**config.mk**
```make
export PLATFORM = sky130hd
export DESIGN_NAME = uart_byte_tx_flat
export DESIGN_NICKNAME = d
export VERILOG_FILES = /design/src/rtl/uart_byte_tx_if.sv /design/src/rtl/uart_byte_tx.sv /design/src/flat_wrapper.sv
export SDC_FILE = /design/constraint.sdc
export NUM_CORES = 1
export LEC_CHECK = 0
export BUFFER_PORTS_ARGS = -buffer_cell sky130_fd_sc_hd__buf_4
export CORE_MARGIN = 1.5
export CORE_UTILIZATION = 52
export CTS_BUF_LIST = sky130_fd_sc_hd__clkbuf_8 sky130_fd_sc_hd__clkbuf_16
export DETAILED_ROUTE_END_ITERATION = 8
export PLACE_DENSITY = 0.77
export SYNTH_ARGS = -nofsm -noshare
export SYNTH_HDL_FRONTEND = slang
export SYNTH_SLANG_ARGS = --single-unit
export TNS_END_PERCENT = 100
```
**constraint.sdc**
```tcl
create_clock -name clk -period 1.9 [get_ports clk]
set_input_delay 0.38 -clock clk [delete_from_list [all_inputs] [get_ports clk]]
set_output_delay 0.38 -clock clk [all_outputs]
set_load 0.1 [all_outputs]
```
**src/rtl/uart_byte_tx_if.sv**
```systemverilog
// Byte handshake between a sync FIFO (master) and the UART byte transmitter (slave).
`timescale 1ns/1ps
interface uart_byte_tx_if;
    logic       i_en;
    logic [7:0] i_data;
    logic       i_rdy;

    modport master (output i_en, output i_data, input i_rdy);
    modport slave  (input i_en, input i_data, output i_rdy);
endinterface

```
**src/rtl/uart_byte_tx.sv**
```systemverilog
// UART byte transmitter: 8N1 or 8E1 framing, one byte per frame, registered serial output.
`timescale 1ns/1ps
module uart_byte_tx #(
    parameter int unsigned CLK_DIV   = 32'd434,
    parameter bit          PARITY_EN = 1'b0
) (
    input  logic           clk,
    input  logic           rstn,
    uart_byte_tx_if.slave  tx_if,
    output logic           o_uart_tx,
    output logic           o_busy
);

    typedef enum logic [2:0] {
        ST_IDLE   = 3'd0,
        ST_START  = 3'd1,
        ST_DATA   = 3'd2,
        ST_PARITY = 3'd3,
        ST_STOP   = 3'd4
    } state_t;

    localparam logic [15:0] DIV_LAST = 16'(CLK_DIV - 32'd1);

    function automatic logic even_parity(input logic [7:0] d);
        return ^d;
    endfunction

    state_t      state_r;
    state_t      state_next_s;
    logic [15:0] cnt_r;
    logic [15:0] cnt_next_s;
    logic [2:0]  bit_cnt_r;
    logic [2:0]  bit_cnt_next_s;
    logic [7:0]  shift_r;
    logic [7:0]  shift_next_s;
    logic        parity_r;
    logic        parity_next_s;
    logic        tx_r;
    logic        tx_next_s;
    logic        busy_r;
    logic        handshake_s;
    logic        bit_end_s;

    // Ready is a pure state decode so the FIFO never sees a combinational loop.
    assign tx_if.i_rdy = (state_r == ST_IDLE);
    assign handshake_s = (state_r == ST_IDLE) && tx_if.i_en;
    assign bit_end_s   = (cnt_r == DIV_LAST);
    assign o_uart_tx   = tx_r;
    assign o_busy      = busy_r;

    // State register.
    always_ff @(posedge clk or negedge rstn) begin
        if (!rstn) begin
            state_r <= ST_IDLE;
        end else begin
            state_r <= state_next_s;
        end
    end

    // Next-state logic: each bit period ends when the cycle counter reaches CLK_DIV-1.
    always_comb begin
        state_next_s = state_r;
        case (state_r)
            ST_IDLE: begin
                if (handshake_s) state_next_s = ST_START;
                else             state_next_s = ST_IDLE;
            end
            ST_START: begin
                if (bit_end_s) state_next_s = ST_DATA;
                else           state_next_s = ST_START;
            end
            ST_DATA: begin
                if (bit_end_s && (bit_cnt_r == 3'd7)) state_next_s = PARITY_EN ? ST_PARITY : ST_STOP;
                else                                  state_next_s = ST_DATA;
            end
            ST_PARITY: begin
                if (bit_end_s) state_next_s = ST_STOP;
                else           state_next_s = ST_PARITY;
            end
            ST_STOP: begin
                if (bit_end_s) state_next_s = ST_IDLE;
                else           state_next_s = ST_STOP;
            end
            default: state_next_s = ST_IDLE;
        endcase
    end

    // Datapath and line value for the next cycle; tx follows the state being entered.
    always_comb begin
        cnt_next_s     = cnt_r;
        bit_cnt_next_s = bit_cnt_r;
        shift_next_s   = shift_r;
        parity_next_s  = parity_r;
        tx_next_s      = 1'b1;

        if (state_r == ST_IDLE) begin
            cnt_next_s = 16'd0;
        end else if (bit_end_s) begin
            cnt_next_s = 16'd0;
        end else begin
            cnt_next_s = cnt_r + 16'd1;
        end

        if (handshake_s) begin
            shift_next_s   = tx_if.i_data;
            parity_next_s  = even_parity(tx_if.i_data);
            bit_cnt_next_s = 3'd0;
        end else if ((state_r == ST_DATA) && bit_end_s) begin
            shift_next_s   = {1'b0, shift_r[7:1]};
            bit_cnt_next_s = bit_cnt_r + 3'd1;
        end else begin
            shift_next_s   = shift_r;
            bit_cnt_next_s = bit_cnt_r;
        end

        case (state_next_s)
            ST_IDLE:   tx_next_s = 1'b1;
            ST_START:  tx_next_s = 1'b0;
            ST_DATA:   tx_next_s = shift_next_s[0];
            ST_PARITY: tx_next_s = parity_next_s;
            ST_STOP:   tx_next_s = 1'b1;
            default:   tx_next_s = 1'b1;
        endcase
    end

    // Datapath and output registers; reset forces the line high at once.
    always_ff @(posedge clk or negedge rstn) begin
        if (!rstn) begin
            cnt_r     <= 16'd0;
            bit_cnt_r <= 3'd0;
            shift_r   <= 8'd0;
            parity_r  <= 1'b0;
            tx_r      <= 1'b1;
            busy_r    <= 1'b0;
        end else begin
            cnt_r     <= cnt_next_s;
            bit_cnt_r <= bit_cnt_next_s;
            shift_r   <= shift_next_s;
            parity_r  <= parity_next_s;
            tx_r      <= tx_next_s;
            busy_r    <= (state_next_s != ST_IDLE);
        end
    end

endmodule

```
**src/flat_wrapper.sv**
```systemverilog
// flat-port wrapper written by rule: the top's interface ports become plain ports
module uart_byte_tx_flat 
#(
    parameter int unsigned CLK_DIV   = 32'd434,
    parameter bit          PARITY_EN = 1'b0
)
  (clk, rstn, o_uart_tx, o_busy, tx_if_i_en, tx_if_i_data, tx_if_i_rdy);
  uart_byte_tx_if tx_if_i ();
  input  logic clk;
  input  logic rstn;
  output logic o_uart_tx;
  output logic o_busy;
  input wire logic [$bits(tx_if_i.i_en)-1:0] tx_if_i_en;
  input wire logic [$bits(tx_if_i.i_data)-1:0] tx_if_i_data;
  output wire logic [$bits(tx_if_i.i_rdy)-1:0] tx_if_i_rdy;
  assign tx_if_i.i_en = tx_if_i_en;
  assign tx_if_i.i_data = tx_if_i_data;
  assign tx_if_i_rdy = tx_if_i.i_rdy;
  uart_byte_tx #(.CLK_DIV(CLK_DIV), .PARITY_EN(PARITY_EN)) u_core (.clk(clk), .rstn(rstn), .tx_if(tx_if_i), .o_uart_tx(o_uart_tx), .o_busy(o_busy));
endmodule
```
==> results of run 1 <==
==> per-layer routing <==
metal	share of wire (%)	vias to the layer above
li1	-	594
met1	41	584
met2	52	25
met3	3.8	12
met4	2.8	0
met5	0	-
==> through the flow <==
| stage | util, % | power [mW] | hold WS (ns) | instances |
|---|---|---|---|---|
| 2_1_floorplan | - | 1.13 | 0.0844 | 162 |
| 3_3_place_gp | 60.3 | 1.25 | 0.340 | 213 |
| 3_5_place_dp | 60.3 | 1.27 | 0.346 | 213 |
| 4_1_cts | 63.7 | 1.81 | 0.0310 | 221 |
| 5_1_grt | 64.8 | 1.92 | 0.0535 | 222 |
| 6_report | 64.8 | 1.82 | 0.0216 | 222 |
==> cell families after synthesis <==
family	count (synthesis)
AND/OR/NAND/NOR	75
buffers and inverters	10
adder cells (fa/ha/maj)	4
XOR/XNOR	21
AO/OA/AOI/OAI	19
flip-flops	33
==> repair_timing <==
action	in CTS	in global routing
gates resized for setup	3	7
hold endpoints to repair	0	0
pin swaps	1	6
buffers inserted	0	1
gates cloned	0	0
endpoints found under the setup margin	9	7
==> worst max-delay path: cells and delay by family (launching register included) <==
kind / cells / cell delay, ns
fa+ha+maj: 1 / 0.13
compound gates: 4 / 0.63
flops: 1 / 0.37
simple gates: 2 / 0.59
buf+inv: 1 / 0.05
==> power by group <==
part / internal (mW) / switching [mW] / leakage, nW
sequential: 0.809 / 0.0713 / 0.425
clock: 0.285 / 0.256 / 0.0538
combinational: 0.172 / 0.222 / 0.402
total: 1.27 / 0.550 / 0.881
==> cell usage in the layout, fill, tap and decap left out, drive strengths merged <==
| cell type | Yosys | routed |
|---|---|---|
| dfrtp | 32 | 32 |
| xnor2 | 16 | 16 |
| a311oi | 1 | 1 |
| nand4b | 1 | 1 |
| nor4 | 1 | 1 |
| nor2 | 22 | 22 |
| a21oi | 4 | 4 |
| inv | 5 | 7 |
| nand4 | 2 | 2 |
| xor2 | 5 | 5 |
| and4b | 1 | 1 |
| or2 | 2 | 2 |
| nand2 | 24 | 24 |
| o22ai | 1 | 1 |
| buf | 4 | 24 |
| and2 | 2 | 2 |
| and3 | 3 | 3 |
| nor4b | 1 | 1 |
| dfstp | 1 | 1 |
| nor3b | 1 | 1 |
| ha | 4 | 4 |
| clkbuf | 1 | 6 |
| a22oi | 6 | 6 |
| o21ai | 7 | 7 |
| nand3 | 6 | 6 |
| nor3 | 7 | 7 |
| or3 | 1 | 1 |
| nand2b | 1 | 1 |
==> cell type report <==
| cell class | instances | area [sq um] | area share (%) |
|---|---|---|---|
| multi-input cells | 119 | 786 | 40.4 |
| clock inverters | 2 | 7.51 | 0.386 |
| clock buffers | 6 | 82.6 | 4.24 |
| repair buffers | 24 | 180 | 9.26 |
| flip-flops and latches | 33 | 830 | 42.6 |
| well taps | 33 | 41.3 | 2.12 |
| inverters | 5 | 18.8 | 0.965 |
==> path summary, 6_finish.rpt <==
path,from,end,slack (ns)
max in group asynchronous,rstn,u_core.o_uart_tx,1.55
min in group clk,tx_if_i_data[7],u_core.shift_r[7],0.32
min reg2reg,u_core.shift_r[4],u_core.shift_r[4],0.48
max reg2reg,u_core.cnt_r[1],u_core.o_uart_tx,0.04
max,u_core.cnt_r[1],u_core.o_uart_tx,0.04
min,rstn,u_core.cnt_r[13],0.02
==> flip-flops by register name, indices dropped and copies added, names as in the netlist <==
name / count
u_core.bit_cnt_r: 3
u_core.cnt_r: 16
u_core.o_busy: 1
u_core.o_uart_tx: 1
u_core.parity_r: 1
u_core.shift_r: 8
u_core.state_r: 3
==> reports/qor.yml, run 1 <==
postRouteAntennaNets: 0
via_per_inst: 5.47
drtIter0Drc: 43
synth_area_leaders: "dfrtp_1 (50%), xnor2_1 (8.7%), nand2_1 (5.6%)"
worstSetupPathType: "register to register"
die_height_microns: 58.6
boundaryPins: 14
cp_max_fo: 8
grt_usage_pct: 21.2
syn_inst: 162
met1_usage_pct: 24.1
antenna_found_initial: 0
cts_sinks: 33
place_area_sq_um: 1810
setup_violations: 0
grt_max_degree: 34
arrival_ns: 2.08
drive_above_1_share_pct: 26.5
dieArea_sq_um: 3440
io_buffers: 13
synth-compound-area-share_pct: 8.71
core_area_sq_um: 3000
routedWlPerCell_microns: 14.4
fill_cells: 250
worst_path_most_repeated_cell: "a21oi_2"
std_cell_rows: 20
place_ws_ns: -0.0983
use_met2_pct: 35.0
drv_slew: 0
syn_avg_cell_area_sq_um: 9.93
path_cells: "inv_1 -> ha_1 -> nor4b_2 -> and4b_2 -> a21oi_2 -> a311oi_4 -> a21oi_2 -> a21oi_2"
finClkSkew_ns: 0.00893
routed_wl_microns: 3190
setup_tns_ns: 0
rsz0062_at_grt: "yes"
die_w_microns: 58.6
ir_drop_uv: 587
synth_flop_cell: "dfrtp_1"
synth_mux_area_share_pct: 0
synthesis.yosys.warnings: 0
numCtsBuffers: 5
grt_overflow_total: 0
netlist_top_cells_count: "dfrtp_1 (32), nand2_1 (24), nor2_1 (21), xnor2_1 (16)"
synth-seq-area-share_pct: 51.4
worst_slew_pin_slew_ns: 0.406
p_per_area_nw_per_um2: 933
worstSetupEndpointType: "register"
hold_class: "input port to asynchronous set/reset pin"
relSlewSlack_pct: 72.9
clk-insertion-delay-late_ns: 0.29
layout_worst_path_cycle_share_pct: 98.1
hold_buffers: 0
cp.required_ns: 2.12
syn2layout_area_growth_pct: 20.9
grt_pass1_wl_microns: 5400
synthAdderAreaFrac_pct: 3.11
drc: 0
status: "completed"
drv_cap: 0
clockBufferDepth: 2
synth_most_common_cell: "dfrtp_1"
drt_pass1_iterations: 4
rr_worst_depth: 8
synth_area_sq_um: 1610
root_buffer: "clkbuf_8"
fmax_mhz: 537
fin_crit_ns: 1.86
grt_pass1_vias: 1268
synth-seq-cells: 33
synthSimpleGateAreaFrac_pct: 22.2
htreeDepth: 2
hold_viol: 0
fin_nets: 203
synth_top_cell_by_area: "dfrtp_1"
synth_top_cell_area_share_pct: 49.8
p_leak_nw: 0.881
synth_nets: 177
grt-busiest-layer: "met2"
worst_slack_ns: 0.0368
synth.distinct_cells: 33
synth_xor_area_share_pct: 11.4
cp-start-kind: "register"
cts_tree: "yes"
vias: 1215
critPathSlowestCell: "and4b_2"
start_util_pct: 53.6
synth_top_family_by_area: "simple AND/OR/NAND/NOR gates"
gp_congestion: 0.824
fin_area_sq_um: 1950
ys_async_sr_fraction_pct: 100
n_antenna_cell: 0
path_clk_slew_ns: 0.07
use_met3_pct: 6.81
cp_slowest_stage_delay_ns: 0.39
synth-edff-count: 0
dp_hpwl_microns: 2250
Note: power is estimated with default switching activity, not from simulation.
==> run 2: changes to the inputs <==
--- a/config.mk
+++ b/config.mk
@@ -8,9 +8,8 @@
 export BUFFER_PORTS_ARGS = -buffer_cell sky130_fd_sc_hd__buf_4
 export CORE_MARGIN = 1.5
 export CORE_UTILIZATION = 52
-export CTS_BUF_LIST = sky130_fd_sc_hd__clkbuf_8 sky130_fd_sc_hd__clkbuf_16
 export DETAILED_ROUTE_END_ITERATION = 8
-export PLACE_DENSITY = 0.77
+export PLACE_DENSITY = 0.75
 export SYNTH_ARGS = -nofsm -noshare
 export SYNTH_HDL_FRONTEND = slang
 export SYNTH_SLANG_ARGS = --single-unit
==> reports/qor.yml, run 2 (synthesis gave the netlist of run 1 again) <==
p_per_area_nw_per_um2: 872
hold_class: "input port to register"
clk-insertion-delay-late_ns: 0.34
relSlewSlack_pct: 72.7
grt_overflow_total: 0
layout_common_cells: "dfrtp_1 (30), buf_4 (25), nand2_1 (23), nor2_1 (20), xnor2_1 (16)"
routedWlPerCell_microns: 13.6
vias: 1212
postRouteAntennaNets: 0
drc: 0
grt_max_degree: 34
cp.required_ns: 2.17
htreeDepth: 2
arrival_ns: 2.12
routed_wl_microns: 3040
rr_worst_depth: 8
grt_usage_pct: 20.6
via_per_inst: 5.41
setup_violations: 0
layout_worst_path_cycle_share_pct: 97.1
cp-start-kind: "register"
fin_nets: 205
p_clk_share_pct: 22.6
dieArea_sq_um: 3440
holdPathEnd: "u_core.shift_r[7]"
finClkSkew_ns: 0.00545
die_w_microns: 58.6
pwr-share-seq_pct: 52.3
die_height_microns: 58.6
layout_commonest_cell: "dfrtp_1"
crit_family: "compound AO/OA/AOI/OAI gates"
boundaryPins: 14
r2r_end: "u_core.o_uart_tx"
cts_tree: "yes"
regMostFlops: "u_core.cnt_r"
holdCritStartpoint: "tx_if_i_data[7]"
pwr-share-comb_pct: 25.1
worstSetupEndpointType: "register"
top_regs: "u_core.cnt_r x16, u_core.shift_r x8"
cp_slowest_stage_delay_ns: 0.39
ir_drop_uv: 430
grt_pass1_vias: 1251
fin_area_sq_um: 1920
fmax_mhz: 542
status: "completed"
largest_reg_flops: 16
rsz0062_at_grt: "yes"
hold_depth: 3
place_area_sq_um: 1820
dp_hpwl_microns: 2180
antenna_found_initial: 0
whs_ns: 0.269
drtIter0Drc: 44
path_cells: "inv_1 -> ha_2 -> nor4b_4 -> and4b_2 -> a21oi_2 -> a311oi_4 -> a21oi_2 -> a21oi_1"
io_buffers: 13
hold_viol: 0
grt_pass1_wl_microns: 5300
critPathSlowestCell: "dfrtp_1"
p_int_mw: 1.15
std_cell_rows: 20
r2r-start: "u_core.cnt_r[1]"
drv_slew: 0
cp_num_buf_inv: 1
cts_sinks: 33
cp_max_fo: 7
start_util_pct: 53.6
syn2layout_area_growth_pct: 19.4
switchingPower_mw: 0.528
root_buffer: "clkbuf_4"
p_sw_share_pct: 31.5
core_area_sq_um: 3000
worstSetupPathType: "register to register"
path_clk_slew_ns: 0.09
drv_cap: 0
p_leak_nw: 0.870
numCtsBuffers: 5
fin_crit_ns: 1.84
worst_path_most_repeated_cell: "a21oi_2"
drive_above_1_share_pct: 25.1
clockBufferDepth: 2
gp_congestion: 0.787
regToRegSetupSlack_ns: 0.06
drt_pass1_iterations: 4
worst_slew_pin_slew_ns: 0.410
n_antenna_cell: 0
[run 2: power by group through the flow]
stage	Sequential, mW	Clock, mW	Combinational [mW]
3_5_place_dp	0.881	0	0.406
2_1_floorplan	0.912	0	0.222
3_3_place_gp	0.873	0	0.386
6_report	0.877	0.379	0.421
4_1_cts	0.867	0.396	0.410
5_1_grt	0.890	0.420	0.469
[run 2: worst register-to-register path: stages (launching register included)]
cell and delay (ns):
dfrtp_1 0.39, inv_1 0.07, ha_2 0.17, nor4b_4 0.17
and4b_2 0.39, a21oi_2 0.11, a311oi_4 0.28, a21oi_2 0.08
a21oi_1 0.13
[run 2: routing by layer]
metal,vias to the layer above,wire length (microns),part of all wire [%],track usage (%)
li1,599,-,-,-
met1,584,1410,46,26.8
met2,20,1480,49,31.1
met3,9,84,2.8,6.15
met4,0,71,2.3,10.7
met5,-,0,0,0
[run 2: repair_timing]
action	4_1_cts	5_1_grt
pin swaps	2	3
endpoints found under the setup margin	9	28
cloned	0	0
hold buffers	1	0
hold endpoints to repair	32	0
resized for setup	1	9
setup buffers	1	0
[run 2: final cells by class]
| type | instances | area [sq um] |
|---|---|---|
| Clock buffer | 8 | 48.8 |
| Fill cell | 254 | 1080 |
| Inverter | 5 | 18.8 |
| Multi-Input combinational cell | 119 | 786 |
| Sequential cell | 33 | 830 |
| Tap cell | 33 | 41.3 |
| Timing Repair Buffer | 26 | 198 |
[run 2: worst max-delay path by stage]
stage	from	depth (start not counted)	slack, ns	end
2_1_floorplan	u_core.state_r[0]	7	-0.22	u_core.o_uart_tx
3_3_place_gp	u_core.cnt_r[1]	8	0.04	u_core.o_busy
6_report	u_core.cnt_r[1]	8	0.06	u_core.o_uart_tx
4_1_cts	u_core.cnt_r[1]	8	0.008	u_core.o_busy
5_1_grt	u_core.cnt_r[1]	8	-0.05	u_core.o_busy
3_5_place_dp	u_core.cnt_r[1]	8	-0.08	u_core.o_uart_tx
[run 2: stage by stage]
step                instances  worst slack [ns]  TNS (ns)  util, %  total power [mW]
finish                    224            0.0553         0     64.0              1.68
global route              224           -0.0457   -0.0840     64.0              1.78
CTS                       225           0.00760         0     63.0              1.67
detailed placement        215           -0.0814    -0.248     60.8              1.29
global placement          215            0.0432         0     60.8              1.26
floorplan                 162            -0.224     -1.86        -              1.13
==> run 3: changes to the inputs <==
--- a/config.mk
+++ b/config.mk
@@ -6,10 +6,12 @@
 export NUM_CORES = 1
 export LEC_CHECK = 0
 export BUFFER_PORTS_ARGS = -buffer_cell sky130_fd_sc_hd__buf_4
+export CAP_MARGIN = 30
+export CORE_ASPECT_RATIO = 0.75
 export CORE_MARGIN = 1.5
-export CORE_UTILIZATION = 52
+export CORE_UTILIZATION = 34
 export DETAILED_ROUTE_END_ITERATION = 8
-export PLACE_DENSITY = 0.75
+export PLACE_DENSITY = 0.53
 export SYNTH_ARGS = -nofsm -noshare
 export SYNTH_HDL_FRONTEND = slang
 export SYNTH_SLANG_ARGS = --single-unit
==> reports/qor.yml, run 3 (synthesis gave the netlist of run 1 again) <==
status: "completed"
path_clk_slew_ns: 0.07
layout_commonest_cell: "dfrtp_1"
routedWlPerCell_microns: 12.1
whs_ns: 0.0358
hold_class: "input port to asynchronous set/reset pin"
cts_sinks: 33
grt_usage_pct: 13.9
largest_reg_flops: 16
layout_common_cells: "dfrtp_1 (30), buf_4 (26), nand2_1 (23), nor2_1 (20), xnor2_1 (16)"
drv_cap: 0
dp_hpwl_microns: 2230
crit_family: "simple AND/OR/NAND/NOR gates"
routed_wl_microns: 3010
drc: 0
grt_pass1_vias: 1193
grt_pass1_wl_microns: 5440
arrival_ns: 1.98
grt_max_degree: 34
r2r-start: "u_core.cnt_r[0]"
postCtsSetupRepairBufs: 0
fill_cells: 437
fmax_mhz: 548
critPathSlowestCell: "dfrtp_1"
hold_buffers: 0
htreeDepth: 2
drt_pass1_iterations: 4
cts_tree: "yes"
layout_worst_path_cycle_share_pct: 96.1
io_buffers: 13
regArea_sq_um: 830
cp_slowest_stage_delay_ns: 0.39
fin_nets: 205
die_w_microns: 82.4
instances_no_fill: 248
cp-startpoint: "u_core.cnt_r[0]"
relSlewSlack_pct: 72.0
p_leak_nw: 0.902
drive_above_1_share_pct: 26.7
p_per_area_nw_per_um2: 964
gp_congestion: 0.797
root_buffer: "clkbuf_8"
via_per_inst: 4.76
postRouteAntennaNets: 0
worst_slew_pin_slew_ns: 0.420
vias: 1181
fin_crit_ns: 1.83
cp_num_buf_inv: 1
top_regs: "u_core.cnt_r x16, u_core.shift_r x8"
syn2layout_area_growth_pct: 25.0
finClkSkew_ns: 0.00496
drtIter0Drc: 34
dp_cells: 240
boundaryPins: 14
grt_overflow_total: 0
clk-insertion-delay-late_ns: 0.28
dieArea_sq_um: 5160
worstSetupPathType: "register to register"
cp-start-kind: "register"
numCtsBuffers: 5
clockBufferDepth: 2
std_cell_rows: 21
ir_drop_uv: 456
multi_input_area_sq_um: 781
die_height_microns: 62.6
cp_max_fo: 7
antenna_found_initial: 0
setup_violations: 0
hold_viol: 0
start_util_pct: 35.8
setup_tns_ns: 0
worstSetupEndpointType: "register"
path_cells: "ha_1 -> nor4b_4 -> and4b_2 -> buf_4 -> nand4b_1 -> o21ai_1 -> or3_1"
cp.required_ns: 2.06
n_antenna_cell: 0
final_util_pct: 44.8
regMostFlops: "u_core.cnt_r"
drv_slew: 0
core_area_sq_um: 4490
-- run 3: area by class of cell --
| class | count | area share (%) |
|---|---|---|
| Inverter | 5 | 0.933 |
| Timing Repair Buffer | 26 | 9.70 |
| Clock buffer | 7 | 4.29 |
| Sequential cell | 33 | 41.2 |
| Clock inverter | 1 | 1.49 |
| Tap cell | 57 | 3.54 |
| Multi-Input combinational cell | 119 | 38.8 |
-- run 3: per-layer routing --
metal | part of all wire, % | vias up | GRT usage (%)
met2 | 45 | 15 | 20.2
met5 | 0 | - | 0
met4 | 0 | 0 | 4.45
met3 | 3.7 | 0 | 3.94
met1 | 51 | 568 | 19.8
li1 | - | 598 | -
-- run 3: repair_timing --
| item | 4_1_cts | 5_1_grt |
|---|---|---|
| pin swaps | 1 | 1 |
| setup endpoints to repair | 11 | 11 |
| resized for setup | 2 | 6 |
-- run 3: worst register-to-register path, stage by stage, from the launching register on --
cell and delay [ns]:
dfrtp_1 0.39, ha_1 0.20, nor4b_4 0.13, and4b_2 0.30, buf_4 0.16, nand4b_1 0.07
o21ai_1 0.09, or3_1 0.37
-- run 3: where the power goes --
| group | internal [mW] | total (mW) | switching [mW] |
|---|---|---|---|
| clock network | 0.427 | 0.668 | 0.241 |
| registers | 0.809 | 0.881 | 0.0715 |
| logic | 0.180 | 0.391 | 0.211 |
-- run 3: worst paths after layout --
path | end | slack, ns | cells past startpoint
setup / recovery | u_core.o_busy | 0.07 | 7
hold / removal | u_core.cnt_r[8] | 0.04 | 1
setup reg to reg | u_core.o_busy | 0.07 | 7
hold reg to reg | u_core.shift_r[3] | 0.48 | 2
max in group asynchronous | u_core.o_uart_tx | 1.54 | 1
min in group clk | u_core.shift_r[7] | 0.33 | 3
-- run 3: metrics by stage --
step,setup WS [ns],power [mW],instance area [sq um]
3_3_place_gp,0.0153,1.26,1860
4_1_cts,0.0198,1.95,1990
2_1_floorplan,-0.224,1.13,1650
5_1_grt,-0.0112,2.07,2010
3_5_place_dp,-0.0982,1.26,1860
6_report,0.0738,1.94,2010
